**src/rtl/axi_aw_pkg.sv**
```systemverilog
// Shared definitions for the AW buffer: fixed-field payload layout and packed width helper.
// Latency: n/a (types and constants only).
// Backpressure: n/a.
// Contents: AW_FIXED_BITS, aw_fixed_t (cache..region, MSB first), aw_width().
package axi_aw_pkg;

   // cache(4) + prot(3) + lock(1) + burst(2) + size(3) + len(8) + qos(4) + region(4)
   localparam int AW_FIXED_BITS = 29;

   // Fixed-width AW fields, packed MSB-first in the order they sit in the FIFO word.
   typedef struct packed {
      logic [3:0] cache;
      logic [2:0] prot;
      logic       lock;
      logic [1:0] burst;
      logic [2:0] size;
      logic [7:0] len;
      logic [3:0] qos;
      logic [3:0] region;
   } aw_fixed_t;

   // Total packed AW beat width: {fixed, addr, user, id}.
   function automatic int aw_width(input int id_w, input int addr_w, input int user_w);
      return AW_FIXED_BITS + addr_w + user_w + id_w;
   endfunction

endpackage

```
**src/rtl/axi_fifo_sr.sv**
```systemverilog
// Generic circular FIFO with synchronous active-high reset and optional fall-through.
// Latency: 1 cycle push-to-output; 0 cycles when FALL_THROUGH=1 and the FIFO is empty.
// Backpressure: full stays high while DEPTH entries are held; a pop never frees a slot in the same cycle.
// Ports: clk/rst; push + data_in (write side); pop + data_out (read side); full, empty, fill (status).
module axi_fifo_sr
   import axi_aw_pkg::*;
#(
   parameter int DATA_WIDTH   = 8,
   parameter int DEPTH        = 2,
   parameter bit FALL_THROUGH = 1'b0
) (
   input  logic                         clk,
   input  logic                         rst,
   input  logic                         push,
   input  logic [DATA_WIDTH-1:0]        data_in,
   input  logic                         pop,
   output logic [DATA_WIDTH-1:0]        data_out,
   output logic                         full,
   output logic                         empty,
   output logic [$clog2(DEPTH+1)-1:0]   fill
);

   localparam int PTR_W  = (DEPTH > 1) ? $clog2(DEPTH) : 1;
   localparam int FILL_W = $clog2(DEPTH + 1);

   logic [DATA_WIDTH-1:0] mem [DEPTH];
   logic [PTR_W-1:0]      wptr;
   logic [PTR_W-1:0]      rptr;
   logic                  is_empty;
   logic                  bypass;
   logic                  do_push;
   logic                  do_pop;

   // Pointers wrap at DEPTH-1 so non-power-of-two depths work.
   function automatic logic [PTR_W-1:0] ptr_inc(input logic [PTR_W-1:0] p);
      return (p == PTR_W'(DEPTH - 1)) ? '0 : p + 1'b1;
   endfunction

   assign is_empty = (fill == '0);
   assign full     = (fill == FILL_W'(DEPTH));

   // In fall-through mode an empty FIFO forwards data_in directly; if that beat is
   // also popped it never touches storage.
   assign bypass  = FALL_THROUGH && is_empty && push && pop;
   assign do_push = push && !full && !bypass;
   assign do_pop  = pop && !is_empty;

   assign empty    = is_empty && !(FALL_THROUGH && push);
   assign data_out = (FALL_THROUGH && is_empty) ? data_in : mem[rptr];

   always_ff @(posedge clk) begin
      if (do_push) begin
         mem[wptr] <= data_in;
      end
   end

   always_ff @(posedge clk) begin
      if (rst) begin
         wptr <= '0;
         rptr <= '0;
         fill <= '0;
      end else begin
         if (do_push) begin
            wptr <= ptr_inc(wptr);
         end
         if (do_pop) begin
            rptr <= ptr_inc(rptr);
         end
         case ({do_push, do_pop})
            2'b10:   fill <= fill + 1'b1;
            2'b01:   fill <= fill - 1'b1;
            default: fill <= fill;
         endcase
      end
   end

endmodule

```
**src/rtl/axi_aw_buffer_ot.sv**
```systemverilog
// AXI4 AW-channel buffer with an outstanding-write limiter driven by external B completions.
// Latency: 1 cycle slave-to-master (FALL_THROUGH=0); 0 cycles through an empty FIFO (FALL_THROUGH=1).
// Backpressure: slave_ready_o drops when the FIFO is full; master_valid_o is gated while the outstanding count is at its limit.
// Ports: clk_i/rst_i; slave_* AW input beat + slave_ready_o; master_* AW output beat + master_ready_i;
//        b_done_i completion strobe; fill_o, outstanding_o, underflow_o status.
module axi_aw_buffer_ot
   import axi_aw_pkg::*;
#(
   parameter int ID_WIDTH        = 4,
   parameter int ADDR_WIDTH      = 32,
   parameter int USER_WIDTH      = 6,
   parameter int BUFFER_DEPTH    = 2,
   parameter bit FALL_THROUGH    = 1'b0,
   parameter int MAX_OUTSTANDING = 4
) (
   input  logic                                  clk_i,
   input  logic                                  rst_i,
   input  logic                                  slave_valid_i,
   input  logic [ADDR_WIDTH-1:0]                 slave_addr_i,
   input  logic [2:0]                            slave_prot_i,
   input  logic [3:0]                            slave_region_i,
   input  logic [7:0]                            slave_len_i,
   input  logic [2:0]                            slave_size_i,
   input  logic [1:0]                            slave_burst_i,
   input  logic                                  slave_lock_i,
   input  logic [3:0]                            slave_cache_i,
   input  logic [3:0]                            slave_qos_i,
   input  logic [ID_WIDTH-1:0]                   slave_id_i,
   input  logic [USER_WIDTH-1:0]                 slave_user_i,
   output logic                                  slave_ready_o,
   output logic                                  master_valid_o,
   output logic [ADDR_WIDTH-1:0]                 master_addr_o,
   output logic [2:0]                            master_prot_o,
   output logic [3:0]                            master_region_o,
   output logic [7:0]                            master_len_o,
   output logic [2:0]                            master_size_o,
   output logic [1:0]                            master_burst_o,
   output logic                                  master_lock_o,
   output logic [3:0]                            master_cache_o,
   output logic [3:0]                            master_qos_o,
   output logic [ID_WIDTH-1:0]                   master_id_o,
   output logic [USER_WIDTH-1:0]                 master_user_o,
   input  logic                                  master_ready_i,
   input  logic                                  b_done_i,
   output logic [$clog2(BUFFER_DEPTH+1)-1:0]     fill_o,
   output logic [((MAX_OUTSTANDING == 0) ? 1 : $clog2(MAX_OUTSTANDING+1))-1:0] outstanding_o,
   output logic                                  underflow_o
);

   localparam int AW_W = aw_width(ID_WIDTH, ADDR_WIDTH, USER_WIDTH);
   localparam int OT_W = (MAX_OUTSTANDING == 0) ? 1 : $clog2(MAX_OUTSTANDING + 1);

   aw_fixed_t       slave_fixed;
   aw_fixed_t       master_fixed;
   logic [AW_W-1:0] slave_pkt;
   logic [AW_W-1:0] master_pkt;

   logic            fifo_full;
   logic            fifo_empty;
   logic            push;
   logic            pop;
   logic            limit;
   logic            at_max;
   logic [OT_W-1:0] outstanding;
   logic            underflow;

   // ---------------- payload packing ----------------
   assign slave_fixed = '{
      cache:  slave_cache_i,
      prot:   slave_prot_i,
      lock:   slave_lock_i,
      burst:  slave_burst_i,
      size:   slave_size_i,
      len:    slave_len_i,
      qos:    slave_qos_i,
      region: slave_region_i
   };
   assign slave_pkt = {slave_fixed, slave_addr_i, slave_user_i, slave_id_i};
   assign {master_fixed, master_addr_o, master_user_o, master_id_o} = master_pkt;

   assign master_cache_o  = master_fixed.cache;
   assign master_prot_o   = master_fixed.prot;
   assign master_lock_o   = master_fixed.lock;
   assign master_burst_o  = master_fixed.burst;
   assign master_size_o   = master_fixed.size;
   assign master_len_o    = master_fixed.len;
   assign master_qos_o    = master_fixed.qos;
   assign master_region_o = master_fixed.region;

   // ---------------- handshakes ----------------
   // Both sides are forced idle during reset so nothing is accepted or issued
   // while the pointers and counters are being cleared.
   assign slave_ready_o  = !fifo_full && !rst_i;
   assign push           = slave_valid_i && slave_ready_o;
   assign master_valid_o = !fifo_empty && !limit && !rst_i;
   assign pop            = master_valid_o && master_ready_i;

   axi_fifo_sr #(
      .DATA_WIDTH   (AW_W),
      .DEPTH        (BUFFER_DEPTH),
      .FALL_THROUGH (FALL_THROUGH)
   ) u_fifo (
      .clk      (clk_i),
      .rst      (rst_i),
      .push     (push),
      .data_in  (slave_pkt),
      .pop      (pop),
      .data_out (master_pkt),
      .full     (fifo_full),
      .empty    (fifo_empty),
      .fill     (fill_o)
   );

   // ---------------- outstanding limiter ----------------
   // The gate looks only at the registered count, so a B completion releases
   // the limit one cycle later and an asserted valid can never be withdrawn
   // (the count only climbs on a handshake).
   assign limit  = (MAX_OUTSTANDING != 0) && (outstanding == OT_W'(MAX_OUTSTANDING));
   assign at_max = (MAX_OUTSTANDING == 0) ? (outstanding == '1)
                                          : (outstanding == OT_W'(MAX_OUTSTANDING));

   always_ff @(posedge clk_i) begin
      if (rst_i) begin
         outstanding <= '0;
         underflow   <= 1'b0;
      end else begin
         if (b_done_i && (outstanding == '0)) begin
            underflow <= 1'b1;
         end
         if (pop && !b_done_i && !at_max) begin
            outstanding <= outstanding + 1'b1;
         end else if (b_done_i && !pop && (outstanding != '0)) begin
            outstanding <= outstanding - 1'b1;
         end
      end
   end

   assign outstanding_o = outstanding;
   assign underflow_o   = underflow;

endmodule

```
**config.mk**
```make
export PLATFORM = sky130hd
export DESIGN_NAME = axi_aw_buffer_ot
export DESIGN_NICKNAME = d
export VERILOG_FILES = /design/src/rtl/axi_aw_pkg.sv /design/src/rtl/axi_fifo_sr.sv /design/src/rtl/axi_aw_buffer_ot.sv
export SDC_FILE = /design/constraint.sdc
export NUM_CORES = 1
export LEC_CHECK = 0
export CELL_PAD_IN_SITES_DETAIL_PLACEMENT = 1
export CELL_PAD_IN_SITES_GLOBAL_PLACEMENT = 1
export CORE_UTILIZATION = 25
export CTS_BUF_LIST = sky130_fd_sc_hd__clkbuf_8
export DETAILED_ROUTE_END_ITERATION = 10
export DONT_BUFFER_PORTS = 1
export PLACE_DENSITY_LB_ADDON = 0.1
export SLEW_MARGIN = 25
export SYNTH_ARGS = -nofsm -noshare
export SYNTH_HDL_FRONTEND = slang
export SYNTH_HIERARCHICAL = 1
export SYNTH_SLANG_ARGS = --single-unit
```
**constraint.sdc**
```tcl
create_clock -name clk_i -period 6.2 [get_ports clk_i]
set_input_delay 0.62 -clock clk_i [delete_from_list [all_inputs] [get_ports clk_i]]
set_output_delay 0.62 -clock clk_i [all_outputs]
set_load 0.01 [all_outputs]
```
==> out/metrics.yaml <==
yosysTopAreaCell: "edfxtp_1"
period_share_pct: 49.25
ys_warn_count: 6
firstDrtPassIters: 9
path_max_fanout: 51
clock.fmax_mhz: 327.5
yosys.area.top_type_share_pct: 75.07
netlist_area_um2: 5680
grt_pass1_wl_um: 17410
grt_pass1_vias: 2830
p_per_area_nw_per_um2: 323.5
vias: 2533
clock_tree.root_cell: "clkbuf_8"
grtUsageTotal_pct: 10.31
skew_ps: 8.403
dp_slack_ps: 3034
synthFlopType: "edfxtp_1"
drive_gt1_share_pct: 36.74
syn_to_final_growth_pct: 13.77
hold_viol: 0
slew_viol_final: 0
rsz0062_at_grt: "false"
viasPerCell: 4.272
start_kind: "register"
core_area_um2: 22030
drt-initial-drc-count: 123
synthTopCellsByCount: "edfxtp_1 (142), mux2_2 (71), dfxtp_1 (9)"
die_w_um: 152.7
busiest_layer: "met2"
peakVddDrop_uv: 107.6
use_met3_pct: 6.229
async_flop_share_pct: 0
antenna_found_initial: 0
cts_made_buffers: 17
h-tree-depth: 4
cp_slowest_cell: "buf_4"
antenna_left: 0
yosysSeqAreaShare_pct: 78.24
synthCells: 287
use_met2_pct: 16.47
rows: 54
start_util_pct: 25.79
cts-resized-gates: 0
gp_congestion: 0.6734
worstPathArrival_ps: 3120
nets: 378
grt_overflow: 0
ys_types: 36
slowest_delay_ps: 680
clock-sinks: 151
dp_hpwl_um: 7220
worst_slew_pin_slew_ps: 752.8
crit_family: "buffers and inverters"
status: "complete, but fails checks"
grt_use_met1_pct: 10.85
hp-class: "in -> reg"
crit_required_ps: 6270
fp.dieArea_um2: 23330
wl_um: 11400
reg2reg_slack_ps: 3150
io_pins: 155
post_drt_wl_per_cell_um: 19.22
maxSlewHeadroom_pct: 49.82
path_buf_inv: 4
cts_setup_buffers: 0
crit_path_end_kind: "register"
synth_fp_nets: 365
die_y_um: 152.7
yosysMostFrequentCell: "edfxtp_1"
ys_top_cells_by_area: "edfxtp_1 (75%), mux2_2 (14%), dfxtp_1 (3.2%)"
critPathKind: "reg -> reg"
synth.avg_cell_area_um2: 19.79
grt_max_degree: 52
leakagePower_nw: 1.993
remaining_drc_errors: 7
ys_ff_latch: 151
clk_pin_slew_ps: 80
cts_tree: "built"
violations: "DRC"
clk_latency_ps: 440
synth_edf_count: 142
tns_ps: 0
path_cells: "nand2b_2 > inv_2 > nor2_1 > and2_1 > inv_1 > or3_1 > clkinv_2 > buf_4"
clockBufferDepth: 2
min_period_ps: 3053
setup_viol: 0
diodes: 0
port_buffers: 0
postCtsHoldBufs: 0
setup_slack_ps: 3147
drv_cap: 0
[worst paths after layout]
check	to	startpoint	depth (start not counted)
worst max register to register	u_fifo/mem[0][42]$_DFFE_PP_	u_fifo/fill[0]$_SDFFE_PP0P_	8
worst max-delay path	u_fifo/mem[0][42]$_DFFE_PP_	u_fifo/fill[0]$_SDFFE_PP0P_	8
worst min register to register	u_fifo/wptr$_SDFFE_PP0P_	u_fifo/wptr$_SDFFE_PP0P_	2
worst min-delay path	underflow_o$_SDFFE_PP0P_	rst_i	1
[state kept, by name, summed over array words and instances, names as in the netlist, named ones only]
| name | cells |
|---|---|
| outstanding_o | 3 |
| u_fifo/wptr | 1 |
| underflow_o | 1 |
| u_fifo/rptr | 1 |
| u_fifo/fill | 2 |
| u_fifo/mem | 142 |
[metal layers]
| metal | routed length [µm] | up-vias |
|---|---|---|
| met5 | 0 | - |
| met2 | 5573 | 94 |
| met3 | 1339 | 11 |
| met4 | 169 | 0 |
| li1 | - | 1143 |
| met1 | 4315 | 1285 |
[layout make-up]
class | count | area, µm²
clock buffers | 17 | 234.0
clock inverters | 15 | 175.2
fillers | 2238 | 15560
inverters | 5 | 20.02
multi-input cells | 121 | 1167
flip-flops and latches | 151 | 4448
well taps | 280 | 350.3
repair buffers | 4 | 67.56
[through the flow]
| stage | utilization, % | power, mW | hold WS, ps | cells | instance area, µm² |
|---|---|---|---|---|---|
| 2_1_floorplan | - | 1.305 | 451.8 | 287 | 5680 |
| 3_3_place_gp | 27.21 | 1.333 | 472.0 | 558 | 5993 |
| 3_5_place_dp | 27.48 | 1.337 | 506.9 | 561 | 6053 |
| 4_1_cts | 29.34 | 2.141 | 185.6 | 593 | 6462 |
| 5_1_grt | 29.34 | 2.186 | 188.3 | 593 | 6462 |
| 6_report | 29.34 | 2.090 | 240.9 | 593 | 6462 |
[report_power, final]
| group | leakage [nW] | switching (mW) | internal, mW |
|---|---|---|---|
| Combinational | 0.409 | 0.0767 | 0.0491 |
| Sequential | 1.38 | 0.0226 | 1.16 |
| Clock | 0.206 | 0.380 | 0.401 |
| Total | 1.99 | 0.479 | 1.61 |
[layout by cell type (no fill, tap or decap), types with 2 or more instances in the layout]
cell / Yosys / final
a21oi_1: 6 / 6
buf_12: 0 / 3
bufinv_16: 0 / 3
clkbuf_8: 0 / 17
clkinv_2: 0 / 3
clkinvlp_4: 0 / 2
dfxtp_1: 9 / 8
edfxtp_1: 142 / 142
inv_1: 4 / 4
inv_6: 0 / 5
mux2_2: 71 / 71
nand2_1: 2 / 2
nand2b_1: 3 / 3
nor2_1: 8 / 8
o21ai_0: 2 / 2
o32ai_1: 2 / 2
or3_1: 2 / 2
xnor2_1: 4 / 4
xor2_1: 2 / 2
[cell families (layout without fill, tap and decap cells)]
logic type      Yosys count  in the layout  synth area share (%)
mux                      71             71                 14.07
simple gates             23             23                 2.423
buf+inv                  15             41                 1.299
fa+ha+maj                 2              2                0.5727
xor+xnor                  6              6                0.9251
flops                   151            151                 78.24
compound gates           19             19                 2.467
Power figures use the tool's default switching activity.
